==> config.mk <==
export PLATFORM = sky130hd
export DESIGN_NAME = pr_bridge
export DESIGN_NICKNAME = d
export VERILOG_FILES = /design/src/rtl/pr_bridge_pkg.sv /design/src/rtl/pr_sync2.sv /design/src/rtl/pr_bridge.sv
export SDC_FILE = /design/constraint.sdc
export NUM_CORES = 1
export LEC_CHECK = 0
export CORE_MARGIN = 3
export CORE_UTILIZATION = 40
export CTS_CLUSTER_DIAMETER = 200
export DETAILED_ROUTE_END_ITERATION = 7
export PLACE_DENSITY = 0.9
export SLEW_MARGIN = 25
export SYNTH_ARGS = -nofsm -noshare
export SYNTH_HDL_FRONTEND = slang
export SYNTH_HIERARCHICAL = 1
export SYNTH_SLANG_ARGS = --single-unit
==> constraint.sdc <==
create_clock -name clk -period 7.5 [get_ports clk]
set_input_delay 1.5 -clock clk [delete_from_list [all_inputs] [get_ports clk]]
set_output_delay 1.5 -clock clk [all_outputs]
set_load 0.02 [all_outputs]
==> src/rtl/pr_bridge_pkg.sv <==
// Shared types and constants for the processor-to-IO bridge.
// Holds the access FSM encoding, the error read value and address field positions.
package pr_bridge_pkg;

  typedef enum logic [1:0] {
    ST_IDLE   = 2'd0,
    ST_ACCESS = 2'd1,
    ST_DONE   = 2'd2
  } state_e;

  localparam logic [31:0] ERR_DATA = 32'hFFFF_FFFF;

  // Bit positions within the byte address PrAddr[31:2]
  localparam int PAGE_MSB = 31;
  localparam int PAGE_LSB = 12;
  localparam int IDX_MSB  = 10;
  localparam int IDX_LSB  = 8;
  localparam int ADDR_MSB = 7;
  localparam int ADDR_LSB = 2;

endpackage

==> src/rtl/pr_sync2.sv <==
// Two-flop synchronizer for one asynchronous level signal.
module pr_sync2 (
  input  logic clk,
  input  logic rst,
  input  logic d,
  output logic q
);

  logic ff1_q, ff1_d;
  logic ff2_q, ff2_d;

  always_comb begin
    ff1_d = d;
    ff2_d = ff1_q;
  end

  always_ff @(posedge clk or negedge rst) begin
    if (!rst) begin
      ff1_q <= 1'b0;
      ff2_q <= 1'b0;
    end else begin
      ff1_q <= ff1_d;
      ff2_q <= ff2_d;
    end
  end

  assign q = ff2_q;

endmodule

==> src/rtl/pr_bridge.sv <==
// Bridge from the CPU MEM stage to up to six IO devices in one 4 KB page.
// Mapped accesses stall the pipeline until the device is ready or the access times out.
module pr_bridge
  import pr_bridge_pkg::*;
#(
  parameter int          NDEV    = 4,
  parameter logic [19:0] IO_PAGE = 20'h0007F,
  parameter int          TIMEOUT = 16
) (
  input  logic             clk,
  input  logic             rst,
  input  logic [31:2]      PrAddr,
  input  logic [31:0]      PrWD,
  input  logic [3:0]       PrBE,
  input  logic             IOWrite,
  input  logic             IORead,
  output logic [31:0]      PrRD,
  output logic             pr_stall,
  output logic             bus_err,
  output logic [NDEV-1:0]  dev_sel,
  output logic             dev_we,
  output logic [5:0]       dev_addr,
  output logic [31:0]      dev_wd,
  output logic [3:0]       dev_be,
  input  logic [NDEV*32-1:0] dev_rd,
  input  logic [NDEV-1:0]  dev_ready,
  input  logic [NDEV-1:0]  dev_irq,
  output logic [7:2]       HWInt
);

  localparam logic [3:0] NDEV_L   = 4'(NDEV);
  localparam logic [7:0] CNT_LAST = 8'(TIMEOUT - 1);

  state_e      state_q, state_d;
  logic [7:0]  cnt_q, cnt_d;
  logic [31:0] rdata_q, rdata_d;
  logic        err_q, err_d;
  logic        we_q, we_d;
  logic [2:0]  idx_q, idx_d;
  logic [5:0]  addr_q, addr_d;
  logic [31:0] wd_q, wd_d;
  logic [3:0]  be_q, be_d;

  logic            req, mapped;
  logic [2:0]      req_idx;
  logic [31:0]     sel_rd;
  logic            sel_ready;
  logic [NDEV-1:0] sel_onehot;
  logic            unused_addr;

  assign req         = IOWrite | IORead;
  assign req_idx     = PrAddr[IDX_MSB:IDX_LSB];
  assign mapped      = (PrAddr[PAGE_MSB:PAGE_LSB] == IO_PAGE) && ({1'b0, req_idx} < NDEV_L);
  assign unused_addr = PrAddr[11];

  // Only the latched device index is ever looked at, so stray ready/data are ignored.
  always_comb begin
    sel_rd     = '0;
    sel_ready  = 1'b0;
    sel_onehot = '0;
    for (int i = 0; i < NDEV; i++) begin
      if (idx_q == 3'(i)) begin
        sel_rd        = dev_rd[i*32 +: 32];
        sel_ready     = dev_ready[i];
        sel_onehot[i] = 1'b1;
      end
    end
  end

  always_comb begin
    state_d  = state_q;
    cnt_d    = cnt_q;
    rdata_d  = rdata_q;
    err_d    = err_q;
    we_d     = we_q;
    idx_d    = idx_q;
    addr_d   = addr_q;
    wd_d     = wd_q;
    be_d     = be_q;
    pr_stall = 1'b0;
    PrRD     = '0;
    bus_err  = 1'b0;
    dev_sel  = '0;
    dev_we   = 1'b0;
    unique case (state_q)
      ST_IDLE: begin
        if (req && mapped) begin
          pr_stall = 1'b1;
          idx_d    = req_idx;
          addr_d   = PrAddr[ADDR_MSB:ADDR_LSB];
          wd_d     = PrWD;
          be_d     = PrBE;
          we_d     = IOWrite;
          cnt_d    = '0;
          err_d    = 1'b0;
          rdata_d  = '0;
          state_d  = ST_ACCESS;
        end else if (req) begin
          bus_err = 1'b1;
        end
      end
      ST_ACCESS: begin
        pr_stall = 1'b1;
        dev_sel  = sel_onehot;
        dev_we   = we_q;
        if (sel_ready) begin
          rdata_d = we_q ? 32'h0 : sel_rd;
          err_d   = 1'b0;
          state_d = ST_DONE;
        end else if (cnt_q == CNT_LAST) begin
          rdata_d = ERR_DATA;
          err_d   = 1'b1;
          state_d = ST_DONE;
        end else begin
          cnt_d = cnt_q + 8'd1;
        end
      end
      ST_DONE: begin
        PrRD    = rdata_q;
        bus_err = err_q;
        state_d = ST_IDLE;
      end
      default: state_d = ST_IDLE;
    endcase
  end

  always_ff @(posedge clk or negedge rst) begin
    if (!rst) begin
      state_q <= ST_IDLE;
      cnt_q   <= '0;
      rdata_q <= '0;
      err_q   <= 1'b0;
      we_q    <= 1'b0;
    end else begin
      state_q <= state_d;
      cnt_q   <= cnt_d;
      rdata_q <= rdata_d;
      err_q   <= err_d;
      we_q    <= we_d;
    end
  end

  // Request payload is only consumed in ACCESS, after it has been loaded.
  always_ff @(posedge clk) begin
    idx_q  <= idx_d;
    addr_q <= addr_d;
    wd_q   <= wd_d;
    be_q   <= be_d;
  end

  assign dev_addr = addr_q;
  assign dev_wd   = wd_q;
  assign dev_be   = be_q;

  for (genvar i = 0; i < 6; i++) begin : g_irq
    if (i < NDEV) begin : g_sync
      pr_sync2 u_sync (
        .clk (clk),
        .rst (rst),
        .d   (dev_irq[i]),
        .q   (HWInt[2+i])
      );
    end else begin : g_tie
      assign HWInt[2+i] = 1'b0;
    end
  end

endmodule
; Word level (Yosys, flattened, before mapping)
; Index checks and enable logic that the tools add are counted.
[classes]
n_addsub = 1
n_lt_le_gt_ge = 1
eq_ne = 11
muxes = 37
n_bitwise = 1
reduce_logical = 9
[ops]
columns = cell, n
row1 = $mux 32, 9
row2 = $pmux 32 s2, 1
row3 = $mux 8, 3
row4 = $eq 20x7->1 const B, 1
row5 = $pmux 8 s2, 1
row6 = $mux 1, 15
row7 = $add 8x1->8 const B, 1
row8 = $eq 8x4->1 const B, 1
row9 = $eq 3x2->1 const B, 2
row10 = $mux 2, 3
row11 = $ne 2x2->1 const B, 3
row12 = $pmux 1 s2, 3
row13 = $mux 4, 1
row14 = $pmux 2 s2, 1
row15 = $reduce_and 2->1, 2
row16 = $reduce_and 4->1, 1
row17 = $eq 3x1->1 const B, 1
row18 = $logic_not 3->1, 1
row19 = $lt 3x3->1 const B, 1
row20 = $ne 3x3->1 const B, 1
row21 = $reduce_and 3->1, 1
row22 = $eq 2x1->1 const B, 1
row23 = $eq 2x2->1 const B, 1
row24 = $logic_and 1x1->1, 2
row25 = 3 further kinds, 3
[word_totals]
regBits = 97
in_bits = 206
output_inout_bits = 87

; Logic depth before layout (Yosys ltp)
[logic_depth]
depth_word = 8
depth_mapped = 8

; By module
; Netlist, hierarchy kept.
[modules_own_cells]
columns = module, instances, cells_each, area_per_inst_um2, seq_area_each_um2
row1 = pr_bridge, 1, 401, 4554.4, 2452.4
row2 = pr_sync2, 4, 2, 50.0, 50.0

; Least setup slack after synthesis
; No wires, ideal clock.
[synth_timing]
kind = input-to-reg
start = input PrAddr[24] (netlist name)
end = register rdata_q[30]
setup_ns = 0.094
arrival_ns = 4.594
path_slack_ns = 2.812
path_stages = 5
path_cell_list = nor4_1 > nand4_1 > nor3_2 > o211ai_2 > o211ai_1
[synth_between]
elab_chain_cells = 5
[synth_lines]
columns = element, line_no
row1 = from (decl), pr_bridge.sv:12  ; input logic [31:2] PrAddr,
row2 = $eq 20x7->1, pr_bridge.sv:53  ; assign mapped = (PrAddr[PAGE_MSB:PAGE_LSB] == IO_PAGE) && ({1'b0, req_idx} < NDEV_L);
row3 = $logic_and 1x1->1, pr_bridge.sv:53
row4 = $logic_and 1x1->1, pr_bridge.sv:87  ; if (req && mapped) begin
row5 = $ne 2x2->1 (no source line), -
row6 = $reduce_and 3->1 (no source line), -
row7 = to (signal assigned), pr_bridge.sv:137  ; rdata_q <= rdata_d;
row8 = to (decl), pr_bridge.sv:36  ; logic [31:0] rdata_q, rdata_d;
; Every way passes these cells.
; A chain may end at the register's enable or synchronous reset.

; Final worst setup path
[layout_timing]
start = input PrAddr[24] (netlist name)
end = output pr_stall
[layout_between]
elab_chain_cells = 5
[layout_lines]
columns = element, line_no
row1 = $eq 20x7->1, pr_bridge.sv:53
row2 = $logic_and 1x1->1, pr_bridge.sv:53
row3 = $logic_and 1x1->1, pr_bridge.sv:87
row4 = $mux 1, pr_bridge.sv:87
row5 = $pmux 1 s2, pr_bridge.sv:85  ; unique case (state_q)
row6 = to (decl), pr_bridge.sv:18  ; output logic pr_stall,
; Every way passes these cells.

==> results.sh <==
export IMPL_outcome="completed"
export IMPL_ys_seq_area_frac=0.5579
export IMPL_syn_area_per_cell_um2=11.62
export IMPL_max_freq_ghz=0.1846
export IMPL_ys_flop_type="dfrtp_1"
export IMPL_min_from="g_irq[2].g_sync.u_sync/ff1_q"
export IMPL_switching_share=0.2103
export IMPL_synth_most_common_cell="dfrtp_1"
export IMPL_synth_cells=409
export IMPL_endpoint_kind="primary output"
export IMPL_synth_largest_area_cell="edfxtp_1"
export IMPL_async_flop_share=0.5361
export IMPL_numCtsBuffers=9
export IMPL_synth_edf_count=45
export IMPL_p_switching_uw=250.3
export IMPL_crit_path_max_fanout=38
export IMPL_multi_input_area_mm2=0.001942
export IMPL_synth_common_cells="dfrtp_1, edfxtp_1, a21oi_1, and2_1, o211ai_1"
export IMPL_post_route_util=0.6981
export IMPL_avgViaCountPerCell=5.450
export IMPL_clockRootBuffer="clkbuf_16"
export IMPL_drv_cap=0
export IMPL_rsz0062_at_grt="no"
export IMPL_drc=0
export IMPL_grt_overflow=0
export IMPL_slew_limit_headroom=0.4725
export IMPL_fill_cells=823
export IMPL_grt_use_total=0.2515
export IMPL_period_share=0.7224
export IMPL_cp_start_kind="input pin"
export IMPL_cts_sinks=97
export IMPL_p_int_uw=940.0
export IMPL_hold_buffers=0
export IMPL_clk_pin_slew_ps=70
export IMPL_grt_pass1_wl_um=25490
export IMPL_hold_class="flop to flop"
export IMPL_htreeDepth=3
export IMPL_die_h_um=115.0
export IMPL_critical_path_class="input pin to primary output"
export IMPL_antenna_found_initial=0
export IMPL_ys_types=46
export IMPL_power_density_mw_per_mm2=148.1
export IMPL_ys_warn_count=6
export IMPL_dpl_hpwl_um=12690
export IMPL_fin_setup_tns_ps=0
export IMPL_p_leak_nw=3.017
export IMPL_num_vias=4529
export IMPL_arrival_ps=3920
export IMPL_die_w_um=115.0
export IMPL_start_util=0.4129
export IMPL_grt_max_degree=53
export IMPL_cts_buffer_depth=2
export IMPL_combPwrFrac=0.122
export IMPL_required_ps=6000
export IMPL_cts_tree="built"
export IMPL_ys_ff_latch=97
export IMPL_reg2reg_from="idx_q[0]"
export IMPL_syn2layout_area_growth_pct=69.08
export IMPL_ctsResizeCount=0
export IMPL_sequential_cell_area_mm2=0.002653
export IMPL_power_frac_seq=0.478
export IMPL_num_antenna_cells=0
export IMPL_gp_congestion=0.8951
export IMPL_rows=39
export IMPL_finalCriticalPeriod_ps=5418
export IMPL_tightestPinTransition_ps=788.3
export IMPL_hold_viol_final=0
export IMPL_drt_pass1_iterations=5
export IMPL_grt_pass1_vias=4768
export IMPL_fin_skew_ps=7.056
export IMPL_wl_per_cell_um=20.43
export IMPL_drive_gt1_frac=0.09012
export IMPL_ys_top_cells_by_area="edfxtp_1, dfrtp_1, mux2_2"
export IMPL_final_nets=890
export IMPL_power_frac_clock=0.400
export IMPL_clock_latency_ps=340
export IMPL_first_iter_violations=325
export IMPL_wl_um=16980
export IMPL_synth_area_mm2=0.004755
export IMPL_die_area_mm2=0.01323
export IMPL_pin_count=293
export IMPL_port_buffer_count=289
export IMPL_ant_nets=0
export IMPL_drv_slew=0
export IMPL_synth_top_area_frac=0.2842
export IMPL_crit_path_start="PrAddr[24]"
export IMPL_cts_setup_buffers=0
export IMPL_setup_viol=0
export IMPL_core_mm2=0.01152
export IMPL_ir_drop_mv=0.1345
flip-flops by register name, indices dropped and copies added (netlist names):
| register | flops |
|---|---|
| we_q | 1 |
| idx_q | 3 |
| cnt_q | 8 |
| dev_be | 4 |
| g_irq.g_sync.u_sync/q | 4 |
| g_irq.g_sync.u_sync/ff1_q | 4 |
| state_q | 2 |
| dev_addr | 6 |
| rdata_q | 32 |
| dev_wd | 32 |
| err_q | 1 |
cell type report:
cell class              count  area share
clock buffers               9     0.02802
repair buffers            297      0.3667
multi-input cells         276      0.2416
clock inverters             7     0.01058
inverters                   2   0.0009339
well taps                 143     0.02226
flip-flops and latches     97      0.3300
power by group through the flow:
stage | clock network [mW] | registers, mW | logic [mW]
final | 0.476 | 0.569 | 0.145
after global routing | 0.511 | 0.570 | 0.155
after CTS | 0.487 | 0.569 | 0.146
after detailed placement | 0 | 0.580 | 0.144
after global placement | 0 | 0.579 | 0.141
after floorplan | 0 | 0.580 | 0.0246
logic make-up after synthesis:
| logic type | count (synthesis) | synth area share |
|---|---|---|
| mux | 25 | 0.06158 |
| fa+ha+maj | 1 | 0.002631 |
| buf+inv | 37 | 0.03895 |
| compound gates | 133 | 0.1934 |
| other cells | 1 | 0.0007887 |
| xor+xnor | 3 | 0.005527 |
| simple gates | 112 | 0.1392 |
| flops | 97 | 0.5579 |
final timing paths:
path / endpoint / slack (ps) / cells after the start
worst min register to register: g_irq[2].g_sync.u_sync/q / 350 / 0
worst max register to register: rdata_q[27] / 4450 / 8
max in group asynchronous: cnt_q[5] / 5780 / 2
worst max-delay path: pr_stall / 2080 / 7
worst min-delay path: g_irq[2].g_sync.u_sync/q / 350 / 0
min in group asynchronous: g_irq[1].g_sync.u_sync/ff1_q / 1280 / 2
placed cells by master, fill, tap and decap left out, drive strengths merged, types with 2 or more instances in the layout:
cell / n
clkdlybuf4s50: 288
dfrtp: 52
a21oi: 47
edfxtp: 45
and2: 34
o211ai: 30
mux2: 24
o22a: 21
nand3: 18
nand2: 13
nor2: 13
o21ai: 12
nor2b: 10
clkbuf: 9
buf: 9
a211o: 8
o221ai: 8
inv: 5
nor4: 4
nand2b: 4
nand4: 3
and3: 3
o22ai: 3
nor3: 3
nor4b: 3
xnor2: 2
a31oi: 2
conb: 2
clkinvlp: 2
critical path, stage by stage:
cell and delay [ps]:
clkdlybuf4s50_1 400, nor4_1 270, nand4_1 240, or3_1 420, buf_4 270, a21oi_1 190
clkdlybuf4s50_1 630
per-stage QoR:
step                power, mW  instance area [µm²]  instances  hold WS, ps  setup WS [ps]
floorplan              0.6050                 4758        410        331.2           2812
global placement       0.7201                 7719        815        332.9           2102
detailed placement     0.7246                 7724        815        334.7           2068
CTS                     1.202                 8034        831        351.3           2068
global route            1.235                 8039        831        360.4           1978
finish                  1.190                 8039        831        349.7           2082
metal layers:
metal  track usage  routed length, µm  up-vias
met3       0.06842               1520       29
met2        0.4556               8897      237
li1              -                  -     2092
met4        0.1002                421        0
met1        0.2787               6140     2171
met5             0                  0        -
(Power assumes the default switching activity.)
